--- config.mk ---
export PLATFORM = sky130hd
export DESIGN_NAME = branch_predictor_flat
export DESIGN_NICKNAME = d
export VERILOG_FILES = /design/src/rtl/branch_predictor_if.sv /design/src/rtl/branch_predictor.sv /design/src/flat_wrapper.sv
export SDC_FILE = /design/constraint.sdc
export NUM_CORES = 2
export LEC_CHECK = 0
export BUFFER_PORTS_ARGS = -buffer_cell sky130_fd_sc_hd__buf_2
export CAP_MARGIN = 20
export CORE_ASPECT_RATIO = 1.4
export CORE_MARGIN = 3
export CORE_UTILIZATION = 66
export DETAILED_ROUTE_END_ITERATION = 12
export PLACE_DENSITY = 0.85
export SLEW_MARGIN = 20
export SYNTH_ARGS = -nofsm -noshare
export SYNTH_HDL_FRONTEND = slang
export SYNTH_SLANG_ARGS = --single-unit
--- constraint.sdc ---
create_clock -name clk -period 7.9 [get_ports clk]
set_input_delay 0.395 -clock clk [delete_from_list [all_inputs] [get_ports clk]]
set_output_delay 0.395 -clock clk [all_outputs]
set_load 0.005 [all_outputs]
--- src/rtl/branch_predictor_if.sv ---
// Fetch/execute side bundle of the branch predictor.
// master = pipeline, slave = predictor.
interface branch_predictor_if;
   logic [31:0] if_pc;
   logic [31:0] pred_pc;
   logic        pred_taken;
   logic        upd_valid;
   logic [31:0] upd_pc;
   logic        upd_is_br;
   logic        upd_is_jump;
   logic        upd_taken;
   logic [31:0] upd_target;
   logic [31:0] upd_pred_pc;
   logic        correct_pc_prediction;
   logic [31:0] correct_pc;
   logic [31:0] br_count;
   logic [31:0] mispredict_count;

   modport master (
      output if_pc, upd_valid, upd_pc, upd_is_br, upd_is_jump,
      output upd_taken, upd_target, upd_pred_pc,
      input  pred_pc, pred_taken, correct_pc_prediction,
      input  correct_pc, br_count, mispredict_count
   );

   modport slave (
      input  if_pc, upd_valid, upd_pc, upd_is_br, upd_is_jump,
      input  upd_taken, upd_target, upd_pred_pc,
      output pred_pc, pred_taken, correct_pc_prediction,
      output correct_pc, br_count, mispredict_count
   );
endinterface

--- src/rtl/branch_predictor.sv ---
// Direct-mapped BTB with 2-bit counters beside IF; resolves
// EX outcomes, trains the table and counts mispredicts.
module branch_predictor #(
   parameter int IDX_BITS = 4
) (
   input logic                clk,
   input logic                rst,
   branch_predictor_if.slave  bp
);
   localparam int TAG_BITS = 30 - IDX_BITS;
   localparam int ENTRIES  = 1 << IDX_BITS;

   typedef logic [IDX_BITS-1:0] idx_t;
   typedef logic [TAG_BITS-1:0] tag_t;

   logic        r_valid  [ENTRIES];
   logic        r_jump   [ENTRIES];
   tag_t        r_tag    [ENTRIES];
   logic [31:0] r_target [ENTRIES];
   logic [1:0]  r_cnt    [ENTRIES];
   logic [31:0] r_br_count;
   logic [31:0] r_mis_count;

   idx_t        w_if_idx;
   tag_t        w_if_tag;
   logic        w_if_hit;
   logic        w_pred_taken;
   logic [31:0] w_seq_pc;

   idx_t        w_u_idx;
   tag_t        w_u_tag;
   logic        w_u_hit;
   logic        w_u_jmp;
   logic        w_u_br;
   logic        w_u_cf;
   logic [31:0] w_actual;
   logic        w_cpp;

   logic        w_we;
   logic        w_n_valid;
   logic        w_n_jump;
   logic [31:0] w_n_target;
   logic [1:0]  w_n_cnt;
   logic [1:0]  w_u_cnt;
   logic        w_unused;

   // Word-aligned PCs: the two low bits never select anything.
   assign w_unused = ^{bp.if_pc[1:0], bp.upd_pc[1:0]};

   assign w_if_idx = bp.if_pc[IDX_BITS+1:2];
   assign w_if_tag = bp.if_pc[31:IDX_BITS+2];
   assign w_if_hit = r_valid[w_if_idx]
                  && (r_tag[w_if_idx] == w_if_tag);
   assign w_pred_taken = w_if_hit
                      && (r_jump[w_if_idx] || r_cnt[w_if_idx][1]);
   assign w_seq_pc = bp.if_pc + 32'd4;

   assign bp.pred_taken = w_pred_taken;
   assign bp.pred_pc    = w_pred_taken ? r_target[w_if_idx]
                                       : w_seq_pc;

   assign w_u_idx = bp.upd_pc[IDX_BITS+1:2];
   assign w_u_tag = bp.upd_pc[31:IDX_BITS+2];
   assign w_u_hit = r_valid[w_u_idx]
                 && (r_tag[w_u_idx] == w_u_tag);
   assign w_u_cnt = r_cnt[w_u_idx];

   // Both flags set is illegal and resolves as a jump.
   assign w_u_jmp = bp.upd_is_jump;
   assign w_u_br  = bp.upd_is_br && !bp.upd_is_jump;
   assign w_u_cf  = bp.upd_is_br || bp.upd_is_jump;

   always_comb begin
      w_actual = bp.upd_pc + 32'd4;
      if (w_u_jmp || (w_u_br && bp.upd_taken))
         w_actual = bp.upd_target;
   end

   assign w_cpp = !bp.upd_valid || (bp.upd_pred_pc == w_actual);

   assign bp.correct_pc            = w_actual;
   assign bp.correct_pc_prediction = w_cpp;
   assign bp.br_count              = r_br_count;
   assign bp.mispredict_count      = r_mis_count;

   always_comb begin
      w_we       = 1'b0;
      w_n_valid  = r_valid[w_u_idx];
      w_n_jump   = r_jump[w_u_idx];
      w_n_target = r_target[w_u_idx];
      w_n_cnt    = w_u_cnt;
      unique case (1'b1)
         w_u_jmp: begin
            w_we       = 1'b1;
            w_n_valid  = 1'b1;
            w_n_jump   = 1'b1;
            w_n_target = bp.upd_target;
            w_n_cnt    = 2'b11;
         end
         w_u_br: begin
            if (w_u_hit) begin
               w_we     = 1'b1;
               w_n_jump = 1'b0;
               if (bp.upd_taken) begin
                  w_n_target = bp.upd_target;
                  w_n_cnt    = (w_u_cnt == 2'b11) ? 2'b11
                                                  : w_u_cnt + 2'd1;
               end else begin
                  w_n_cnt = (w_u_cnt == 2'b00) ? 2'b00
                                               : w_u_cnt - 2'd1;
               end
            end else if (bp.upd_taken) begin
               w_we       = 1'b1;
               w_n_valid  = 1'b1;
               w_n_jump   = 1'b0;
               w_n_target = bp.upd_target;
               w_n_cnt    = 2'b10;
            end
         end
         default: begin
            // A non-control instruction hitting means a stale alias.
            if (w_u_hit) begin
               w_we      = 1'b1;
               w_n_valid = 1'b0;
            end
         end
      endcase
   end

   always_ff @(posedge clk) begin
      if (rst) begin
         for (int i = 0; i < ENTRIES; i++) begin
            r_valid[idx_t'(i)] <= 1'b0;
            r_jump[idx_t'(i)]  <= 1'b0;
            r_cnt[idx_t'(i)]   <= 2'b01;
         end
         r_br_count  <= '0;
         r_mis_count <= '0;
      end else if (bp.upd_valid) begin
         if (w_we) begin
            r_valid[w_u_idx]  <= w_n_valid;
            r_jump[w_u_idx]   <= w_n_jump;
            r_tag[w_u_idx]    <= w_u_tag;
            r_target[w_u_idx] <= w_n_target;
            r_cnt[w_u_idx]    <= w_n_cnt;
         end
         if (w_u_cf)
            r_br_count <= r_br_count + 32'd1;
         if (!w_cpp)
            r_mis_count <= r_mis_count + 32'd1;
      end
   end
endmodule

--- src/flat_wrapper.sv ---
// flat-port wrapper written by rule: the top's interface ports become plain ports
module branch_predictor_flat 
#(
   parameter int IDX_BITS = 4
)
  (clk, rst, bp_if_pc, bp_upd_valid, bp_upd_pc, bp_upd_is_br, bp_upd_is_jump, bp_upd_taken, bp_upd_target, bp_upd_pred_pc, bp_pred_pc, bp_pred_taken, bp_correct_pc_prediction, bp_correct_pc, bp_br_count, bp_mispredict_count);
  branch_predictor_if bp_i ();
  input logic clk;
  input logic rst;
  input wire logic [$bits(bp_i.if_pc)-1:0] bp_if_pc;
  input wire logic [$bits(bp_i.upd_valid)-1:0] bp_upd_valid;
  input wire logic [$bits(bp_i.upd_pc)-1:0] bp_upd_pc;
  input wire logic [$bits(bp_i.upd_is_br)-1:0] bp_upd_is_br;
  input wire logic [$bits(bp_i.upd_is_jump)-1:0] bp_upd_is_jump;
  input wire logic [$bits(bp_i.upd_taken)-1:0] bp_upd_taken;
  input wire logic [$bits(bp_i.upd_target)-1:0] bp_upd_target;
  input wire logic [$bits(bp_i.upd_pred_pc)-1:0] bp_upd_pred_pc;
  output wire logic [$bits(bp_i.pred_pc)-1:0] bp_pred_pc;
  output wire logic [$bits(bp_i.pred_taken)-1:0] bp_pred_taken;
  output wire logic [$bits(bp_i.correct_pc_prediction)-1:0] bp_correct_pc_prediction;
  output wire logic [$bits(bp_i.correct_pc)-1:0] bp_correct_pc;
  output wire logic [$bits(bp_i.br_count)-1:0] bp_br_count;
  output wire logic [$bits(bp_i.mispredict_count)-1:0] bp_mispredict_count;
  assign bp_i.if_pc = bp_if_pc;
  assign bp_i.upd_valid = bp_upd_valid;
  assign bp_i.upd_pc = bp_upd_pc;
  assign bp_i.upd_is_br = bp_upd_is_br;
  assign bp_i.upd_is_jump = bp_upd_is_jump;
  assign bp_i.upd_taken = bp_upd_taken;
  assign bp_i.upd_target = bp_upd_target;
  assign bp_i.upd_pred_pc = bp_upd_pred_pc;
  assign bp_pred_pc = bp_i.pred_pc;
  assign bp_pred_taken = bp_i.pred_taken;
  assign bp_correct_pc_prediction = bp_i.correct_pc_prediction;
  assign bp_correct_pc = bp_i.correct_pc;
  assign bp_br_count = bp_i.br_count;
  assign bp_mispredict_count = bp_i.mispredict_count;
  branch_predictor #(.IDX_BITS(IDX_BITS)) u_core (.clk(clk), .rst(rst), .bp(bp_i));
endmodule
After elaboration in Yosys (flattened, before gate mapping)
Memories as Yosys holds them, arrays and structs flattened.
Cells that the tools add are included.

word-level totals
  register bits = 64
  latch bits = 0
  memory bits (writable) = 992
  ROM bits = 0
  input port bits = 134
  output and inout bits = 130
  logic and storage cells = 77
  memories kept = 5

memories
  memory           depth  bits a word  rd ports  clocked after Yosys merged registers in  wr ports  RTL line                RTL
  u_core.r_target  16     32           1         0                                        1         branch_predictor.sv:19  logic [31:0] r_target [ENTRIES];
  u_core.r_tag     16     26           2         0                                        1         branch_predictor.sv:18  tag_t r_tag [ENTRIES];
  u_core.r_cnt     16     2            2         0                                        16        branch_predictor.sv:20  logic [1:0] r_cnt [ENTRIES];
  u_core.r_jump    16     1            1         0                                        16        branch_predictor.sv:17  logic r_jump [ENTRIES];
  u_core.r_valid   16     1            2         0                                        16        branch_predictor.sv:16  logic r_valid [ENTRIES];

cells by class
  add/sub/neg operators = 6
  multiply operators = 0
  divide/modulo/power cells = 0
  magnitude comparators = 0
  equality and inequality tests = 8
  shifts and indexed selects = 0
  mux-type cells = 36
  bitwise gates (word level) = 1
  reductions and logical operators = 19

operator list
  operator                 number
  $mux W32                 3
  $add A32 B1 Y32 const B  2
  $add A32 B3 Y32 const B  2
  $pmux W32 S2             1
  $eq A26 B26 Y1           2
  $eq A32 B32 Y1           1
  $mux W1                  19
  $mux W2                  6
  $mux W4                  3
  $ne A2 B2 Y1 const B     3
  $pmux W1 S2              3
  $reduce_and A3 Y1        2
  $logic_and A1 B1 Y1      5
  $logic_or A1 B1 Y1       4
  $pmux W2 S2              1
  $reduce_and A2 Y1        2
  $ne A3 B3 Y1 const B     1
  $add A2 B1 Y2 const B    1
  $eq A2 B2 Y1 const B     1
  $logic_not A1 Y1         2
  $logic_not A2 Y1         1
  $reduce_or A1 Y1         2
  $reduce_or A2 Y1         1
  $sub A2 B1 Y2 const B    1
  $not A1 Y1               1

Longest topological paths before layout
An unclocked memory read counts as a cell.

  depth in word-level cells = 12
  gate-level depth with buffers = 18
  gate-level depth less buffers = 11

Worst setup path before layout
No wires, ideal clock.

  kind = input port to flip-flop
  from = input bp_upd_pc[3]
  to = memory u_core.r_tag[13][0] (netlist name) (enable)
  arrival time = 4274 ps
  path slack = 3217 ps
  cell stages on the path = 13
  cells stage by stage = buf_4 -> buf_2 -> clkbuf_1 -> mux4_2 -> mux4_2 -> xnor2_1 -> nand4b_1 -> a211oi_1 -> and4b_1 -> buf_2 -> o21ai_1 -> clkbuf_1 -> nor2_1

between the ends
  longest elaborated chain between the ends = 9

RTL lines
  item                               RTL line                                          RTL
  from (decl)                        flat_wrapper.sv:12                                input wire logic [$bits(bp_i.upd_pc)-1:0] bp_upd_pc;
  $mem_v2 Z16 W26                    -
  $eq A26 B26 Y1                     branch_predictor.sv:65                            && (r_tag[w_u_idx] == w_u_tag);
  $logic_and A1 B1 Y1                branch_predictor.sv:65
  $mux W1, on equally long branches  branch_predictor.sv:122, branch_predictor.sv:101
  $pmux W1 S2                        branch_predictor.sv:92                            unique case (1'b1)
  $mux W1                            branch_predictor.sv:140                           if (w_we) begin
  $mux W1                            branch_predictor.sv:139                           end else if (bp.upd_valid) begin
  $mux W1                            branch_predictor.sv:131                           if (rst) begin
  $mux W1 (implied by the code)      branch_predictor.sv:143                           r_tag[w_u_idx] <= w_u_tag;
  to (decl)                          branch_predictor.sv:18

Several ways; a longest one is shown, not always the timed one.

Final worst setup path
  from = input bp_upd_pc[3]
  to = output bp_correct_pc_prediction

between the ends
  longest elaborated chain between the ends = 4

RTL lines
  item                RTL line                RTL
  $add A32 B3 Y32     branch_predictor.sv:74  w_actual = bp.upd_pc + 32'd4;
  $mux W32            branch_predictor.sv:75  if (w_u_jmp || (w_u_br && bp.upd_taken))
  $eq A32 B32 Y1      branch_predictor.sv:79  assign w_cpp = !bp.upd_valid || (bp.upd_pred_pc == w_actual);
  $logic_or A1 B1 Y1  branch_predictor.sv:79
  to (decl)           flat_wrapper.sv:20      output wire logic [$bits(bp_i.correct_pc_prediction)-1:0] bp_correct_pc_prediction;

No other way between the ends.

==> PnR_summary.wiki <==
{| class="wikitable"
! Metric !! Value
|-
| Register area share after synthesis || 0.640
|-
| Combined global-route utilization of all metal layers || 0.387
|-
| Crit. End Element || primary output
|-
| Count of unique library cells instantiated by Yosys || 86
|-
| Setup-failing EPs final || 0
|-
| Endpoints failing hold || 0
|-
| Die Footprint || 76800 um2
|-
| Total via count in the routed design || 31004
|-
| Commonest register cell after synthesis || sky130_fd_sc_hd__edfxtp_1
|-
| P per Cell Area || 221 nW/um2
|-
| Worst IR Drop VDD || 0.224 mV
|-
| Share of final-layout standard cells stronger than drive strength 1 || 0.313
|-
| Startpoint type of the worst setup path || primary input
|-
| Cell area after placement || 51000 um2
|-
| Die outline height || 327 um
|-
| Most frequent standard cell in the layout excluding fill and tap cells || sky130_fd_sc_hd__edfxtp_1
|-
| Largest net degree at the start of global routing || 89
|-
| Global-route congestion overflow total || 0
|-
| Residual DRC || 0
|-
| Avg Vias per Cell || 7.60
|-
| Final cycle utilization of the critical path || 0.818
|-
| Initial drt markers || 4852
|-
| Wire length of the first global-routing pass || 214000 um
|-
| Final routed wirelength across all metal layers || 148000 um
|-
| WP data required || 7.51 ns
|-
| Root Buffer || sky130_fd_sc_hd__clkbuf_16
|-
| Synthesized netlist net count || 2938
|-
| Antenna violations before repair || 21
|-
| Status || complete, no violations
|-
| Synth warn || 0
|-
| Post-route ant nets || 0
|-
| Commonest cells after routing, fill and taps aside || sky130_fd_sc_hd__edfxtp_1, sky130_fd_sc_hd__mux4_2, sky130_fd_sc_hd__buf_2
|-
| Area taken by flip-flops and latches || 31100 um2
|-
| Post-CTS setup-driven buffer insertion count || 0
|-
| Count of placed standard cells including taps || 3882
|-
| Setup repair after global routing missed its margin || no
|-
| Overall power of the completed layout || 12.0 mW
|-
| Clock net sink count || 1056
|-
| Estimated wirelength of the detail-placed design || 91100 um
|-
| Post-layout min period || 6.46 ns
|-
| Initial Utilization || 0.667
|-
| Number of top-level pins || 264
|-
| Post-Syn Area || 48500 um2
|-
| Largest fanout of any net on the critical path || 82
|-
| Worst slew pin tran || 1.16 ns
|-
| Fin Clk Skew || 0.0419 ns
|-
| Data arrival, critical path || 6.07 ns
|-
| Worst Hold Class || in -> reg
|-
| Count of filler cells inserted in the layout || 3888
|-
| Number of global-route vias before repair || 31078
|-
| CTS Hold Bufs || 0
|-
| Number of cells on the worst reg-to-reg path || 9
|-
| Synth-to-Final Area Change || 11.8%
|-
| Critical path class || in -> out
|-
| Standard-cell row count || 117
|-
| Clock tree from TritonCTS || built
|-
| Average routed wire per standard cell || 36.3 um
|-
| Post-layout net count || 3172
|-
| Number of stages on the worst hold path || 1
|-
| Number of enable flip-flop cells after synthesis || 992
|-
| Pre-Repair DR Iteration Count || 6
|-
| Max-slew headroom || 0.221
|-
| Top achievable clock speed || 155 MHz
|-
| Maximum clock path buffer count || 3
|-
| Overall die width || 235 um
|-
| Number of buffers inserted during clock tree synthesis || 93
|-
| Mean instance size in the synthesized netlist || 17.3 um2
|-
| Final estimated routing congestion in global placement || 0.959
|-
| Number of max-capacitance violations reported || 0
|-
| Final worst slack || 1.44 ns
|-
| Post-Route Setup TNS || 0 ns
|-
| H-tree Lvls || 3
|-
| Layout Cells excl Fill || 4078
|-
| Flops & latches, synth || 1056
|-
| Input/output buffers || 263
|-
| Area of the core || 72800 um2
|-
| Total of cells resized after clock tree synthesis || 0
|-
| Final cell area excluding filler cells || 54200 um2
|-
| Setup slack after placement || 1.73 ns
|-
| Leakage power summed over all cells || 17.7 nW
|-
| Final max-slew violation count || 0
|-
| Area of combinational cells with multiple inputs || 16700 um2
|-
| Clock latency of the later-clocked register in the worst-skew pair || 0.69 ns
|-
| Gate count after technology mapping || 2797
|-
| Proportion of register bits with asynchronous set or reset after synthesis || 0
|-
| Clock-pin transition on the worst setup and hold timing paths || 0.07 ns
|}
[registers in the layout, summed over array words and instances (netlist names)]
signal	flops
u_core.r_jump	16
u_core.bp.br_count	32
u_core.bp.mispredict_count	32
u_core.r_valid	16
u_core.r_target	512
u_core.r_tag	416
u_core.r_cnt	32
[per-layer routing]
metal / track usage / vias up / wire [um]
met5: 0 / - / 83
met4: 0.235 / 14 / 10400
met2: 0.619 / 2898 / 72500
met1: 0.471 / 15512 / 45200
met3: 0.113 / 641 / 20000
li1: - / 11939 / -
[synthesized netlist by cell type (12+ instances only)]
library cell | n | area share
sky130_fd_sc_hd__and3_1 | 34 | 0.0044
sky130_fd_sc_hd__clkbuf_1 | 109 | 0.0084
sky130_fd_sc_hd__a22o_1 | 12 | 0.0022
sky130_fd_sc_hd__a21oi_1 | 50 | 0.0052
sky130_fd_sc_hd__buf_4 | 16 | 0.0025
sky130_fd_sc_hd__and2_1 | 12 | 0.0015
sky130_fd_sc_hd__nor2b_1 | 16 | 0.0021
sky130_fd_sc_hd__edfxtp_1 | 992 | 0.61
sky130_fd_sc_hd__buf_2 | 38 | 0.0039
sky130_fd_sc_hd__dfxtp_1 | 64 | 0.026
sky130_fd_sc_hd__buf_1 | 23 | 0.0018
sky130_fd_sc_hd__a21o_1 | 13 | 0.0020
sky130_fd_sc_hd__nand2_1 | 115 | 0.0089
sky130_fd_sc_hd__nor4_1 | 12 | 0.0015
sky130_fd_sc_hd__or4_1 | 24 | 0.0037
sky130_fd_sc_hd__o31ai_1 | 22 | 0.0034
sky130_fd_sc_hd__or3_1 | 22 | 0.0028
sky130_fd_sc_hd__mux2i_1 | 70 | 0.014
sky130_fd_sc_hd__nand4_1 | 43 | 0.0055
sky130_fd_sc_hd__inv_1 | 34 | 0.0026
sky130_fd_sc_hd__o21bai_1 | 17 | 0.0026
sky130_fd_sc_hd__mux4_2 | 389 | 0.18
sky130_fd_sc_hd__xor2_1 | 60 | 0.011
sky130_fd_sc_hd__a22oi_1 | 24 | 0.0037
sky130_fd_sc_hd__nand3_1 | 41 | 0.0042
sky130_fd_sc_hd__mux2_2 | 37 | 0.0086
sky130_fd_sc_hd__nor2_1 | 127 | 0.0098
sky130_fd_sc_hd__nor3_1 | 36 | 0.0037
sky130_fd_sc_hd__o21ai_0 | 62 | 0.0064
sky130_fd_sc_hd__xnor2_1 | 110 | 0.020
sky130_fd_sc_hd__and4_1 | 12 | 0.0022
[per-stage QoR]
stage,util,hold slack (ns)
after global placement,0.699,0.471
after floorplan,-,0.476
after global routing,0.745,0.132
after detailed placement,0.700,0.488
after CTS,0.743,0.0922
final,0.746,0.122
[final timing paths]
| check | endpoint | from | slack [ns] |
|---|---|---|---|
| min reg2reg | u_core.bp.mispredict_count[23] | u_core.bp.mispredict_count[23] | 0.50 |
| max | bp_correct_pc_prediction | bp_upd_pc[3] | 1.44 |
| max reg2reg | u_core.r_tag[6][2] | u_core.r_tag[1][2] | 3.32 |
| min | u_core.r_target[11][28] | bp_upd_target[28] | 0.12 |
[cell families after synthesis]
logic type	count (synthesis)	share of synthesized area
DFF	1056	0.640
and+or+nand+nor	546	0.0598
muxes	500	0.205
AOI/OAI and AO/OA	286	0.0402
buffers and inverters	228	0.0208
xor gates and xnor gates	173	0.0321
adders and majority gates	8	0.00201
[worst max-delay path, cell delays in order]
cell,delay [ns]
sky130_fd_sc_hd__buf_6,0.66
sky130_fd_sc_hd__ha_1,0.83
sky130_fd_sc_hd__and3_1,0.75
sky130_fd_sc_hd__xnor2_1,0.19
sky130_fd_sc_hd__o21ai_0,0.20
sky130_fd_sc_hd__a2111oi_1,1.10
sky130_fd_sc_hd__o2111ai_1,0.23
sky130_fd_sc_hd__or4_4,0.49
sky130_fd_sc_hd__nor4_4,0.35
sky130_fd_sc_hd__buf_4,0.41
sky130_fd_sc_hd__nor2_2,0.10
sky130_fd_sc_hd__inv_1,0.10
sky130_fd_sc_hd__buf_2,0.11
[layout make-up]
type / instances / share of cell area
inverter: 36 / 0.00249
multi-input combinational: 1513 / 0.308
sequential: 1056 / 0.573
antenna: 19 / 0.000876
clock inverter: 67 / 0.0136
timing repair buffer: 331 / 0.0366
clock buffer: 104 / 0.0441
tap: 952 / 0.0220
[power by group]
| part | switching [mW] | internal [mW] | total (mW) |
|---|---|---|---|
| Clock | 2.11 | 2.65 | 4.76 |
| Sequential | 0.0287 | 6.17 | 6.20 |
| Combinational | 0.642 | 0.401 | 1.04 |
(Power assumes the default switching activity.)
